File: config.mk
export PLATFORM = sky130hd
export DESIGN_NAME = instr_fetch
export DESIGN_NICKNAME = d
export VERILOG_FILES = /design/src/rtl/instr_fetch.sv
export SDC_FILE = /design/constraint.sdc
export NUM_CORES = 1
export LEC_CHECK = 0
export ABC_AREA = 1
export CAP_MARGIN = 5
export CORE_MARGIN = 4
export CORE_UTILIZATION = 58
export CTS_CLUSTER_DIAMETER = 100
export DETAILED_ROUTE_END_ITERATION = 10
export GPL_ROUTABILITY_DRIVEN = 0
export PLACE_DENSITY = 0.77
export SKIP_LAST_GASP = 1
export SLEW_MARGIN = 40
export SYNTH_ARGS = -nofsm -noshare
export SYNTH_HDL_FRONTEND = slang
export SYNTH_SLANG_ARGS = --single-unit
File: constraint.sdc
create_clock -name i_clk -period 6.3 [get_ports i_clk]
set_input_delay 1.26 -clock i_clk [delete_from_list [all_inputs] [get_ports i_clk]]
set_output_delay 1.26 -clock i_clk [all_outputs]
set_load 0.1 [all_outputs]
File: src/rtl/instr_fetch.sv
// rtl/instr_fetch.sv - prefetching instruction fetch stage with redirect and misaligned-target fault
module instr_fetch #(
    parameter logic [31:0] RESET_ADDR = 32'h0000_0000,
    parameter int          DEPTH      = 4
) (
    input  logic        i_clk,
    input  logic        i_rst,
    output logic        o_imem_req_valid,
    input  logic        i_imem_req_ready,
    output logic [31:0] o_imem_req_addr,
    input  logic        i_imem_rsp_valid,
    input  logic [31:0] i_imem_rsp_data,
    input  logic        i_redirect_valid,
    input  logic [31:0] i_redirect_pc,
    output logic        o_inst_valid,
    input  logic        i_inst_ready,
    output logic [31:0] o_inst,
    output logic [31:0] o_inst_pc,
    output logic        o_inst_fault
);
    localparam int AW = $clog2(DEPTH);
    localparam int CW = AW + 1;
    localparam logic [CW:0]   DEPTH_W = (CW+1)'(DEPTH);
    localparam logic [AW-1:0] ONE_A   = AW'(1);
    localparam logic [CW-1:0] ONE_C   = CW'(1);

    typedef enum logic {RUN, FAULT} mode_t;

    mode_t         mode;
    logic [31:0]   fetch_pc;
    logic [31:0]   fault_pc;
    logic [31:0]   q_inst [DEPTH];
    logic [31:0]   q_pc   [DEPTH];
    logic [31:0]   fl_pc  [DEPTH];
    logic [AW-1:0] q_wr, q_rd, fl_wr, fl_rd;
    logic [CW-1:0] q_count, outstanding, discard;

    logic          req_accept, rsp_take, push, pop;
    logic [CW-1:0] outstanding_next;

    // Credit rule: queued plus in-flight words never exceed the queue size,
    // so every surviving response is guaranteed a slot.
    assign o_imem_req_valid = !i_rst && (mode == RUN) &&
                              (({1'b0, q_count} + {1'b0, outstanding}) < DEPTH_W);
    assign o_imem_req_addr  = fetch_pc;

    assign req_accept       = o_imem_req_valid && i_imem_req_ready;
    assign rsp_take         = i_imem_rsp_valid && (outstanding != '0);
    assign push             = rsp_take && (discard == '0) && !i_redirect_valid && (mode == RUN);
    assign pop              = (mode == RUN) && (q_count != '0) && i_inst_ready;
    assign outstanding_next = outstanding + CW'(req_accept) - CW'(rsp_take);

    assign o_inst_valid = (mode == FAULT) || (q_count != '0);
    assign o_inst_fault = (mode == FAULT);
    assign o_inst       = ((mode == RUN) && (q_count != '0)) ? q_inst[q_rd] : '0;
    assign o_inst_pc    = (mode == FAULT) ? fault_pc :
                          ((q_count != '0) ? q_pc[q_rd] : '0);

    always_ff @(posedge i_clk) begin
        if (req_accept) fl_pc[fl_wr] <= fetch_pc;
        if (push) begin
            q_inst[q_wr] <= i_imem_rsp_data;
            q_pc[q_wr]   <= fl_pc[fl_rd];
        end
    end

    always_ff @(posedge i_clk) begin
        if (i_rst) begin
            mode        <= RUN;
            fetch_pc    <= RESET_ADDR;
            fault_pc    <= '0;
            q_wr        <= '0;
            q_rd        <= '0;
            fl_wr       <= '0;
            fl_rd       <= '0;
            q_count     <= '0;
            outstanding <= '0;
            discard     <= '0;
        end else begin
            outstanding <= outstanding_next;
            if (req_accept) fl_wr <= fl_wr + ONE_A;
            if (rsp_take)   fl_rd <= fl_rd + ONE_A;
            if (i_redirect_valid) begin
                // Everything still in flight, including a request accepted
                // this cycle, belongs to the old path and must be dropped.
                q_wr    <= '0;
                q_rd    <= '0;
                q_count <= '0;
                discard <= outstanding_next;
                if (i_redirect_pc[1:0] == 2'b00) begin
                    mode     <= RUN;
                    fetch_pc <= i_redirect_pc;
                end else begin
                    mode     <= FAULT;
                    fault_pc <= i_redirect_pc;
                end
            end else begin
                if (req_accept) fetch_pc <= fetch_pc + 32'd4;
                if (push)       q_wr     <= q_wr + ONE_A;
                if (pop)        q_rd     <= q_rd + ONE_A;
                q_count <= q_count + CW'(push) - CW'(pop);
                if (rsp_take && (discard != '0)) discard <= discard - ONE_C;
            end
        end
    end

    always_ff @(posedge i_clk) begin
        if (!i_rst) assert (!(i_imem_rsp_valid && (outstanding == '0)));
    end
endmodule

Yosys cells after proc, flatten, opt, wreduce, memory -nomap -nowiden --
Memories as Yosys holds them, arrays and structs flattened. A register that Yosys moved wholly into a read port is not among the register bits. Cells that the tools add are included.
Word-level totals: register bits 82, memory bits (writable) 384, input bits 70, output and inout port bits 99, memories kept 3
Memories:
- fl_pc | words 4, bits a word 32, read ports 1, clocked after memory_dff 1, wr ports 1, RTL line 34 | logic [31:0] fl_pc [DEPTH];
- q_inst | words 4, bits a word 32, read ports 1, clocked after memory_dff 1, wr ports 1, RTL line 32 | logic [31:0] q_inst [DEPTH];
- q_pc | words 4, bits a word 32, read ports 1, clocked after memory_dff 1, wr ports 1, RTL line 33 | logic [31:0] q_pc [DEPTH];
Cells by class: add/sub/neg operators 11, order comparisons 1, equality and inequality tests 1, muxes and demuxes 19, bitwise operators 2, reduce and logical (&&, ||, !) cells 23
Operators by type and width (count):
- $mux W32 | 6
- $add A32 B3 Y32 const B | 1
- $mux W2 | 6
- $logic_and A1 B1 Y1 | 10
- $reduce_bool A3 Y1 | 3
- $add A2 B1 Y2 const B | 4
- $add A3 B1 Y3 | 2
- $mux W3 | 2
- $sub A3 B1 Y3 | 2
- $mux W1 | 5
- $add A3 B3 Y4 | 1
- $lt A4 B3 Y1 const B | 1
- $reduce_and A2 Y1 | 2
- $reduce_bool A2 Y1 | 2
- $logic_not A3 Y1 | 1
- $sub A3 B1 Y3 const B | 1
- $logic_not A1 Y1 | 2
- $logic_not A2 Y1 | 1
- $ne A2 B1 Y1 const B | 1
- $not A1 Y1 | 2
- $reduce_or A2 Y1 | 1
- $logic_or A1 B1 Y1 | 1

Longest topological paths before layout --
Gate-level depths: netlist (run 1).
word-level depth 7, depth in mapped cells 15, depth with buffers taken out 15

Worst setup path after synthesis (run 1) --
No wires, ideal clock.
path kind input port to flip-flop, start point input i_redirect_valid, end point memory q_inst[0][0], enable pin, data arrival time 4.545 ns, path slack 1.268 ns, stages 6, cells stage by stage buf_4 > inv_2 > nand3_1 > nor2_1 > clkinv_1 > nor2_1
On the way: word-level cells in the longest chain between the ends 5
RTL lines:
- start, declared | RTL line 13 | input logic i_redirect_valid,
- $logic_not A1 Y1 | RTL line 49 | assign push = rsp_take && (discard == '0) && !i_redirect_valid && (mode == RUN);
- $logic_and A1 B1 Y1 (2 in a row) | RTL line 49
- $mux W1 | RTL line 61 | if (push) begin
- $mux W1 (implied by the code) | RTL line 62 | q_inst[q_wr] <= i_imem_rsp_data;
- end, declared | RTL line 32
No other way between the ends.

==> out/qor.log, run 1 <==
INFO  floorplan      floorplan.die.width=191µm
INFO  synth          async_flop_share=0%
INFO  placed_design  hpwl=29200µm
INFO  final_layout   register_area=13300µm²
INFO  final_layout   multi_input_area=5370µm²
INFO  synth          synth_area_per_cell=10.8µm²
INFO  synth          syn_area=19300µm²
INFO  cts            clk_pin_slew_worst_paths=0.06ns
INFO  cts            post_cts_resize_count=0
INFO  flow_run       cap_viol_max_count=0
INFO  cts            clk_latency=0.54ns
INFO  final_layout   drive_above_1_share=11.2%
INFO  synth          yosys-top-cells-area=sky130_fd_sc_hd__edfxtp_1, sky130_fd_sc_hd__dfxtp_1, sky130_fd_sc_hd__nor2_1, sky130_fd_sc_hd__o21ai_0, sky130_fd_sc_hd__nand2_1
INFO  timing         finalSetupViolations=0
INFO  worst_setup_path cp_data_arrival_time=3.15ns
INFO  outcome        status=complete, no violations
INFO  timing         tns=0ns
INFO  timing         drv_slew=0
INFO  power          power_density=334nW/µm²
INFO  global_routing antenna_found_initial=0
INFO  placed_design  placement.setup.worst_slack=1.88ns
INFO  final_layout   final_net_count=2016
INFO  power          cell_internal_pwr=5.29mW
INFO  power          vdd_drop_max=0.207mV
INFO  floorplan      initial_core_util=59.1%
INFO  worst_setup_path criticalPathCategory=reg -> out
INFO  worst_setup_path reg2reg_path_depth=14
INFO  worst_setup_path top_delay_family_on_crit_path=buffers and inverters
INFO  floorplan      dieArea=36300µm²
INFO  worst_setup_path max_stage_delay=0.52ns
INFO  placed_design  place.port_buffers=168
INFO  worst_setup_path critPathMaxFanout=54
INFO  worst_setup_path crit_slowest_cell=sky130_fd_sc_hd__buf_4
INFO  synth          synth.ff_latch_count=470
INFO  timing         timing.final.crit_period=4.41ns
INFO  hold_path      hold_path.class=reg -> reg
INFO  worst_setup_path crit_path_end_kind=primary output
INFO  cts            cts_max_level=2
INFO  placed_design  dp.cells=2322
INFO  route          wirelength=48600µm
INFO  cts            clock-root-buffer=sky130_fd_sc_hd__clkbuf_16
INFO  synth          yosysTopAreaCell=sky130_fd_sc_hd__edfxtp_1
INFO  power          sequential_share_of_power=50.0%
INFO  final_layout   syn_to_final_growth=14.8%
INFO  worst_setup_path kind_of_launch_point_of_the_worst_setup_path=register
INFO  timing         fin_worst_skew=0.00842ns
INFO  global_routing via_count_of_the_first_global_routing_pass=13300
INFO  power          p_sw_share=28.6%
INFO  global_routing globalRouteOverflowTotal=0
INFO  cts            tritoncts=done
INFO  final_layout   diodes=0
INFO  worst_setup_path r2r-end=discard[2]
INFO  final_layout   n_fill_cell=2405
INFO  timing         min_period_over_period=70.0%
INFO  timing         worst_slew_margin_rel=46.0%
INFO  cts            number_of_buffers_inserted_by_post_cts_setup_repair=0
INFO  power          share_comb_of_total_power=16.0%
INFO  global_routing grt_max_degree=77
INFO  floorplan      standard_cell_core_area=32700µm²
INFO  cts            cts-buffers-inserted=45
INFO  timing         hold-worst-slack=0.473ns
INFO  worst_setup_path worst_r2r_startpoint=q_count[1]
INFO  floorplan      floorplan.die.height=191µm
INFO  global_routing groute.usage.overall=26.1%
INFO  route          routed_wire_length_per_instance=20.2µm
INFO  synth          synth-edff-count=384
INFO  synth          postSynthNetCount=1878
INFO  power          clkPwrFrac=34.0%
INFO  synth          synth.yosys.seq_area_share=68.5%
INFO  synth          yosys_most_used_dff=sky130_fd_sc_hd__edfxtp_1
INFO  timing         fin_ws=1.89ns
INFO  timing         worst_slew_pin_slew=0.810ns
INFO  power          p_sw=2.12mW
INFO  route          vias=14100
INFO  route          number_of_design_rule_violations_left_after_detail_routing=0
INFO  route          initialDrtViolationCount=1381
INFO  synth          synth_top_cell_area_share=59.6%
INFO  worst_setup_path setup_crit_end=o_inst_pc[1]
INFO  route          antenna_left=0
INFO  worst_setup_path timing.critical_path.buf_inv=3
INFO  cts            cts-hold-fix-buffers=0
INFO  synth          library_cells_used_by_synthesis=36
INFO  final_layout   layout.cells.non_filler=2402
INFO  cts            clock_sink_count=470
INFO  route          drt_pre_antenna_iters=6
INFO  worst_setup_path reg_to_reg_slack_setup=3.48ns
INFO  power          p_total=7.40mW
INFO  synth          postSynthCellCount=1789
INFO  worst_setup_path cp_num_cells=7
INFO  floorplan      ioPinCount=169
INFO  cts            cts.path.max_buffers=3
INFO  timing         timing_hold_violations_final=0
INFO  global_routing global_route_wire_length_before_repair=74200µm
INFO  synth          synth-warning-count=0
INFO  floorplan      rows=66
INFO  worst_setup_path cp_cell_sequence=inv_2, buf_4, o21ai_0, o22ai_1, nand3_1, nand2_1, buf_2
INFO  worst_setup_path worst-endpoint-required=5.04ns
INFO  timing         achievable-frequency=227MHz
INFO  power          p_leak=8.13nW
INFO  route          post_drt_via_cell_ratio=5.86
INFO  timing         rsz0062_at_grt=false
==> how the worst min path moves through the flow <==
stage / start / endpoint / slack, ns / depth (start not counted)
global placement: fault_pc[0] / fault_pc[0] / 0.45 / 2
floorplan: fl_rd[1] / register / 0.44 / 2
finish: fault_pc[0] / fault_pc[0] / 0.47 / 2
detailed placement: fault_pc[0] / fault_pc[0] / 0.46 / 2
CTS: fault_pc[0] / fault_pc[0] / 0.47 / 2
global route: fault_pc[0] / fault_pc[0] / 0.48 / 2
==> worst reg2reg max path, stage by stage (launching register included) <==
cell and delay (ns):
sky130_fd_sc_hd__dfxtp_1 0.43, sky130_fd_sc_hd__ha_1 0.26, sky130_fd_sc_hd__nand3_1 0.08, sky130_fd_sc_hd__nand2_1 0.09, sky130_fd_sc_hd__nor2_4 0.13, sky130_fd_sc_hd__nand2_1 0.26
sky130_fd_sc_hd__ha_1 0.38, sky130_fd_sc_hd__inv_1 0.04, sky130_fd_sc_hd__ha_1 0.18, sky130_fd_sc_hd__fa_1 0.37, sky130_fd_sc_hd__xor2_1 0.24, sky130_fd_sc_hd__nand2_1 0.08
sky130_fd_sc_hd__nand3_1 0.10, sky130_fd_sc_hd__nand2_1 0.05, sky130_fd_sc_hd__inv_1 0.06
==> power by group through the flow <==
stage / Combinational (mW) / Clock [mW] / Sequential [mW]
2_1_floorplan: 0.747 / 0 / 3.85
3_3_place_gp: 1.17 / 0 / 3.76
3_5_place_dp: 1.17 / 0 / 3.76
4_1_cts: 1.18 / 2.54 / 3.70
5_1_grt: 1.29 / 2.66 / 3.71
6_report: 1.18 / 2.52 / 3.70
==> placed cells by master (no fill, tap or decap), drive strengths merged <==
cell | Yosys | layout
nor2 | 398 | 398
edfxtp | 384 | 384
o21ai | 258 | 258
nand2 | 214 | 214
buf | 42 | 124
a21oi | 95 | 95
dfxtp | 86 | 86
nand3 | 78 | 78
inv | 70 | 72
clkdlybuf4s50 | 0 | 69
o22ai | 64 | 64
clkbuf | 60 | 59
ha | 17 | 17
clkinv | 3 | 17
xor2 | 6 | 6
xnor2 | 4 | 4
clkinvlp | 0 | 3
nand4 | 2 | 2
mux2i | 2 | 2
fa | 2 | 2
bufinv | 0 | 2
or2 | 1 | 1
o21a | 1 | 1
o211a | 1 | 1
nand3b | 1 | 1
==> final cells by class <==
cell class                      count  share of cell area (%)
Clock inverter                     21                   0.750
Tap cell                          442                    2.49
Multi-Input combinational cell   1144                    24.2
Clock buffer                       59                    5.35
Sequential cell                   470                    59.7
Inverter                           73                    1.27
Timing Repair Buffer              193                    6.23
==> sequential cells by signal, summed over array words and instances, names as in the netlist, 3 cells and up, named ones only <==
| register | flops |
|---|---|
| fl_pc | 128 |
| o_imem_req_addr | 32 |
| fault_pc | 32 |
| discard | 3 |
| outstanding | 3 |
| q_count | 3 |
| q_pc | 128 |
| q_inst | 128 |
==> Yosys cell counts (3+ instances only) <==
cell	count
sky130_fd_sc_hd__clkbuf_1	60
sky130_fd_sc_hd__o21ai_0	249
sky130_fd_sc_hd__edfxtp_1	384
sky130_fd_sc_hd__xnor2_1	4
sky130_fd_sc_hd__ha_1	17
sky130_fd_sc_hd__dfxtp_1	86
sky130_fd_sc_hd__buf_1	7
sky130_fd_sc_hd__nand2_1	210
sky130_fd_sc_hd__buf_4	3
sky130_fd_sc_hd__nor2_1	392
sky130_fd_sc_hd__xor2_1	6
sky130_fd_sc_hd__inv_1	62
sky130_fd_sc_hd__o22ai_1	64
sky130_fd_sc_hd__o21ai_1	8
sky130_fd_sc_hd__nand3_1	77
sky130_fd_sc_hd__clkinv_1	3
sky130_fd_sc_hd__buf_6	6
sky130_fd_sc_hd__nor2_2	4
sky130_fd_sc_hd__buf_2	26
sky130_fd_sc_hd__nand2_2	3
sky130_fd_sc_hd__inv_2	6
sky130_fd_sc_hd__a21oi_1	95
==> per-layer routing <==
layer	wire length (µm)	GRT usage [%]
met2	23200	42.6
met5	0	0
met1	19800	37.7
met3	4760	3.57
met4	894	6.52
==> through the flow <==
step	cell area, µm²	util, %
floorplan	19300	-
global placement	21300	65.2
detailed placement	20800	63.7
CTS	22200	67.9
global route	22200	67.9
finish	22200	67.9
==> cells by family after synthesis <==
| family | Yosys count | share of synthesized area, % |
|---|---|---|
| simple gates | 694 | 14.4 |
| flops | 470 | 68.5 |
| compound gates | 419 | 11.3 |
| buf+inv | 175 | 3.90 |
| fa+ha+maj | 19 | 1.31 |
| xor+xnor | 10 | 0.453 |
| mux | 2 | 0.104 |
Note: power is estimated with default switching activity, not from simulation.
==> inputs of run 2 (changes only) <==
Settings changed: CORE_UTILIZATION 58 to 52, PLACE_DENSITY 0.77 to 0.73.
Clock period 6.3 ns to 3.7 ns, I/O delays scaled along.
==> run 2 against run 1 <==
Net effect:
- cell area rose by 6.0%
- global-route usage shrank 3.3 points
- critical path type unchanged
- routed wire length fell by 2.6%
- largest cell class unchanged
- sequential share of layout area down 3.4 points
- combinational power increased by 86%
- register-to-register slack lost 2.6 ns
- total power grew 77%
- via count down 0.65%
- first-iteration DRC count is 18% lower
- clock skew is 0.0081 ns higher
- clock-buffer cell count fell by 4
- setup slack got worse by 1.5 ns
==> out/qor.log, run 2 (synthesis gave the netlist of run 1 again) <==
INFO  final_layout   largest_registers=fl_pc (128), q_inst (128), q_pc (128) [unchanged]
INFO  global_routing globalRouteOverflowTotal=0 [unchanged]
INFO  route          routed_wire_length_per_instance=19.4µm [was 20.2 µm]
INFO  global_routing antenna_found_initial=0 [unchanged]
INFO  final_layout   layout.cells.non_filler=2443 [was 2402]
INFO  worst_setup_path cp_data_arrival_time=2.57ns [was 3.15 ns]
INFO  worst_setup_path worst-endpoint-required=2.96ns [was 5.04 ns]
INFO  cts            cts_max_level=2 [unchanged]
INFO  timing         worst_slew_margin_rel=49.8% [was 46.0%]
INFO  global_routing via_count_of_the_first_global_routing_pass=13100 [was 13300]
INFO  worst_setup_path critPathMaxFanout=71 [was 54]
INFO  timing         fin_worst_skew=0.0166ns [was 0.00842 ns]
INFO  floorplan      initial_core_util=52.8% [was 59.1%]
INFO  final_layout   register_area=13300µm² [about the same]
INFO  power          p_total=13.1mW [was 7.40 mW]
INFO  cts            clock_sink_count=470 [unchanged]
INFO  floorplan      rows=70 [was 66]
INFO  floorplan      ioPinCount=169 [unchanged]
INFO  cts            cts-buffers-inserted=46 [was 45]
INFO  worst_setup_path crit_path_end_kind=primary output [unchanged]
INFO  global_routing grt_max_degree=113 [was 77]
INFO  timing         rsz0062_at_grt=false [unchanged]
INFO  timing         achievable-frequency=302MHz
INFO  timing         finalSetupViolations=0 [unchanged]
INFO  timing         drv_slew=0 [unchanged]
INFO  route          post_drt_via_cell_ratio=5.72 [was 5.86]
INFO  power          power_density=555nW/µm² [was 334 nW/µm²]
INFO  route          drt_pre_antenna_iters=5 [was 6]
INFO  power          p_leak=8.45nW [was 8.13 nW]
INFO  floorplan      standard_cell_core_area=36600µm² [was 32700 µm²]
INFO  final_layout   n_fill_cell=2775 [was 2405]
INFO  cts            cts-hold-fix-buffers=0 [unchanged]
INFO  global_routing global_route_wire_length_before_repair=73500µm [was 74200 µm]
INFO  floorplan      floorplan.die.width=201µm [was 191 µm]
INFO  cts            clk_latency=0.55ns [was 0.54 ns]
INFO  placed_design  dp.cells=2361 [was 2322]
INFO  final_layout   layout.cells.most_common_list=sky130_fd_sc_hd__nor2_1, sky130_fd_sc_hd__edfxtp_1, sky130_fd_sc_hd__o21ai_0 [unchanged]
INFO  final_layout   multi_input_area=5370µm² [unchanged]
INFO  cts            number_of_buffers_inserted_by_post_cts_setup_repair=0 [unchanged]
INFO  timing         timing.final.crit_period=3.31ns
INFO  cts            clock-root-buffer=sky130_fd_sc_hd__clkbuf_16 [unchanged]
INFO  route          initialDrtViolationCount=1133 [was 1381]
INFO  final_layout   final_net_count=2030 [was 2016]
INFO  timing         timing_hold_violations_final=0 [unchanged]
INFO  floorplan      dieArea=40300µm² [was 36300 µm²]
INFO  route          vias=14000 [was 14100]
INFO  cts            tritoncts=done [unchanged]
INFO  route          number_of_design_rule_violations_left_after_detail_routing=0 [unchanged]
INFO  route          wirelength=47400µm [was 48600 µm]
INFO  cts            cts.path.max_buffers=3 [unchanged]
INFO  global_routing groute.usage.overall=22.8% [was 26.1%]
INFO  worst_setup_path criticalPathCategory=reg -> out [unchanged]
INFO  cts            clk_pin_slew_worst_paths=0.06ns [about the same]
INFO  placed_design  hpwl=30000µm [was 29200 µm]
INFO  worst_setup_path kind_of_launch_point_of_the_worst_setup_path=register [unchanged]
INFO  flow_run       cap_viol_max_count=0 [unchanged]
INFO  final_layout   syn_to_final_growth=21.7% [was 14.8%]
INFO  hold_path      hold_path.class=reg -> reg [unchanged]
INFO  floorplan      floorplan.die.height=201µm [was 191 µm]
INFO  placed_design  place.port_buffers=168 [unchanged]
INFO  power          vdd_drop_max=0.353mV [was 0.207 mV]
INFO  final_layout   diodes=0 [unchanged]
INFO  cts            post_cts_resize_count=0 [unchanged]
INFO  timing         fin_ws=0.389ns [was 1.89 ns]
INFO  timing         worst_slew_pin_slew=0.752ns [was 0.810 ns]
INFO  timing         min_period_over_period=89.5%
INFO  outcome        status=complete, no violations [unchanged]
INFO  placed_design  placement.setup.worst_slack=0.351ns [was 1.88 ns]
INFO  final_layout   drive_above_1_share=11.7% [was 11.2%]
INFO  route          antenna_left=0 [unchanged]
-- run 2: final timing paths --
path | cells past startpoint | to | start | slack, ns
worst max register to register | 14 | discard[2] | q_count[1] | 0.85
worst min register to register | 2 | fault_pc[0] | fault_pc[0] | 0.48
worst min-delay path | 2 | fault_pc[0] | fault_pc[0] | 0.48
worst max-delay path | 6 | o_inst_pc[25] | register | 0.39
-- run 2: where the power goes --
part	switching (mW)	internal, mW
logic	1.56	0.633
registers	0.182	6.13
clock network	1.88	2.69
-- run 2: routing by layer --
layer	global-route usage (%)	vias up	part of all wire, %
li1	-	6550	-
met1	32.7	6628	42
met2	35.8	700	46
met3	3.97	96	9.1
met4	7.72	0	3.0
met5	0	-	0
-- run 2: area by class of cell --
type	count	area share, %
clock buffers	55	5.35
clock inverters	27	0.957
inverters	73	1.20
multi-input cells	1144	22.8
flip-flops and latches	470	56.3
well taps	468	2.49
repair buffers	206	10.9
-- run 2: stage by stage --
stage	setup TNS (ns)	hold slack (ns)	cell area (µm²)	util, %
floorplan	-215.49	0.436	19300	-
global placement	0	0.451	22100	60.4
detailed placement	0	0.463	22100	60.2
CTS	0	0.472	23500	64.3
global route	0	0.497	23500	64.3
finish	0	0.475	23500	64.3
-- run 2: worst max-delay path, stage by stage, from the launching register on --
cell and delay (ns):
sky130_fd_sc_hd__dfxtp_4 0.44, sky130_fd_sc_hd__buf_4 0.61, sky130_fd_sc_hd__o21ai_0 0.20, sky130_fd_sc_hd__o22ai_1 0.25, sky130_fd_sc_hd__nand3_1 0.14, sky130_fd_sc_hd__nand2_1 0.18
sky130_fd_sc_hd__buf_12 0.20
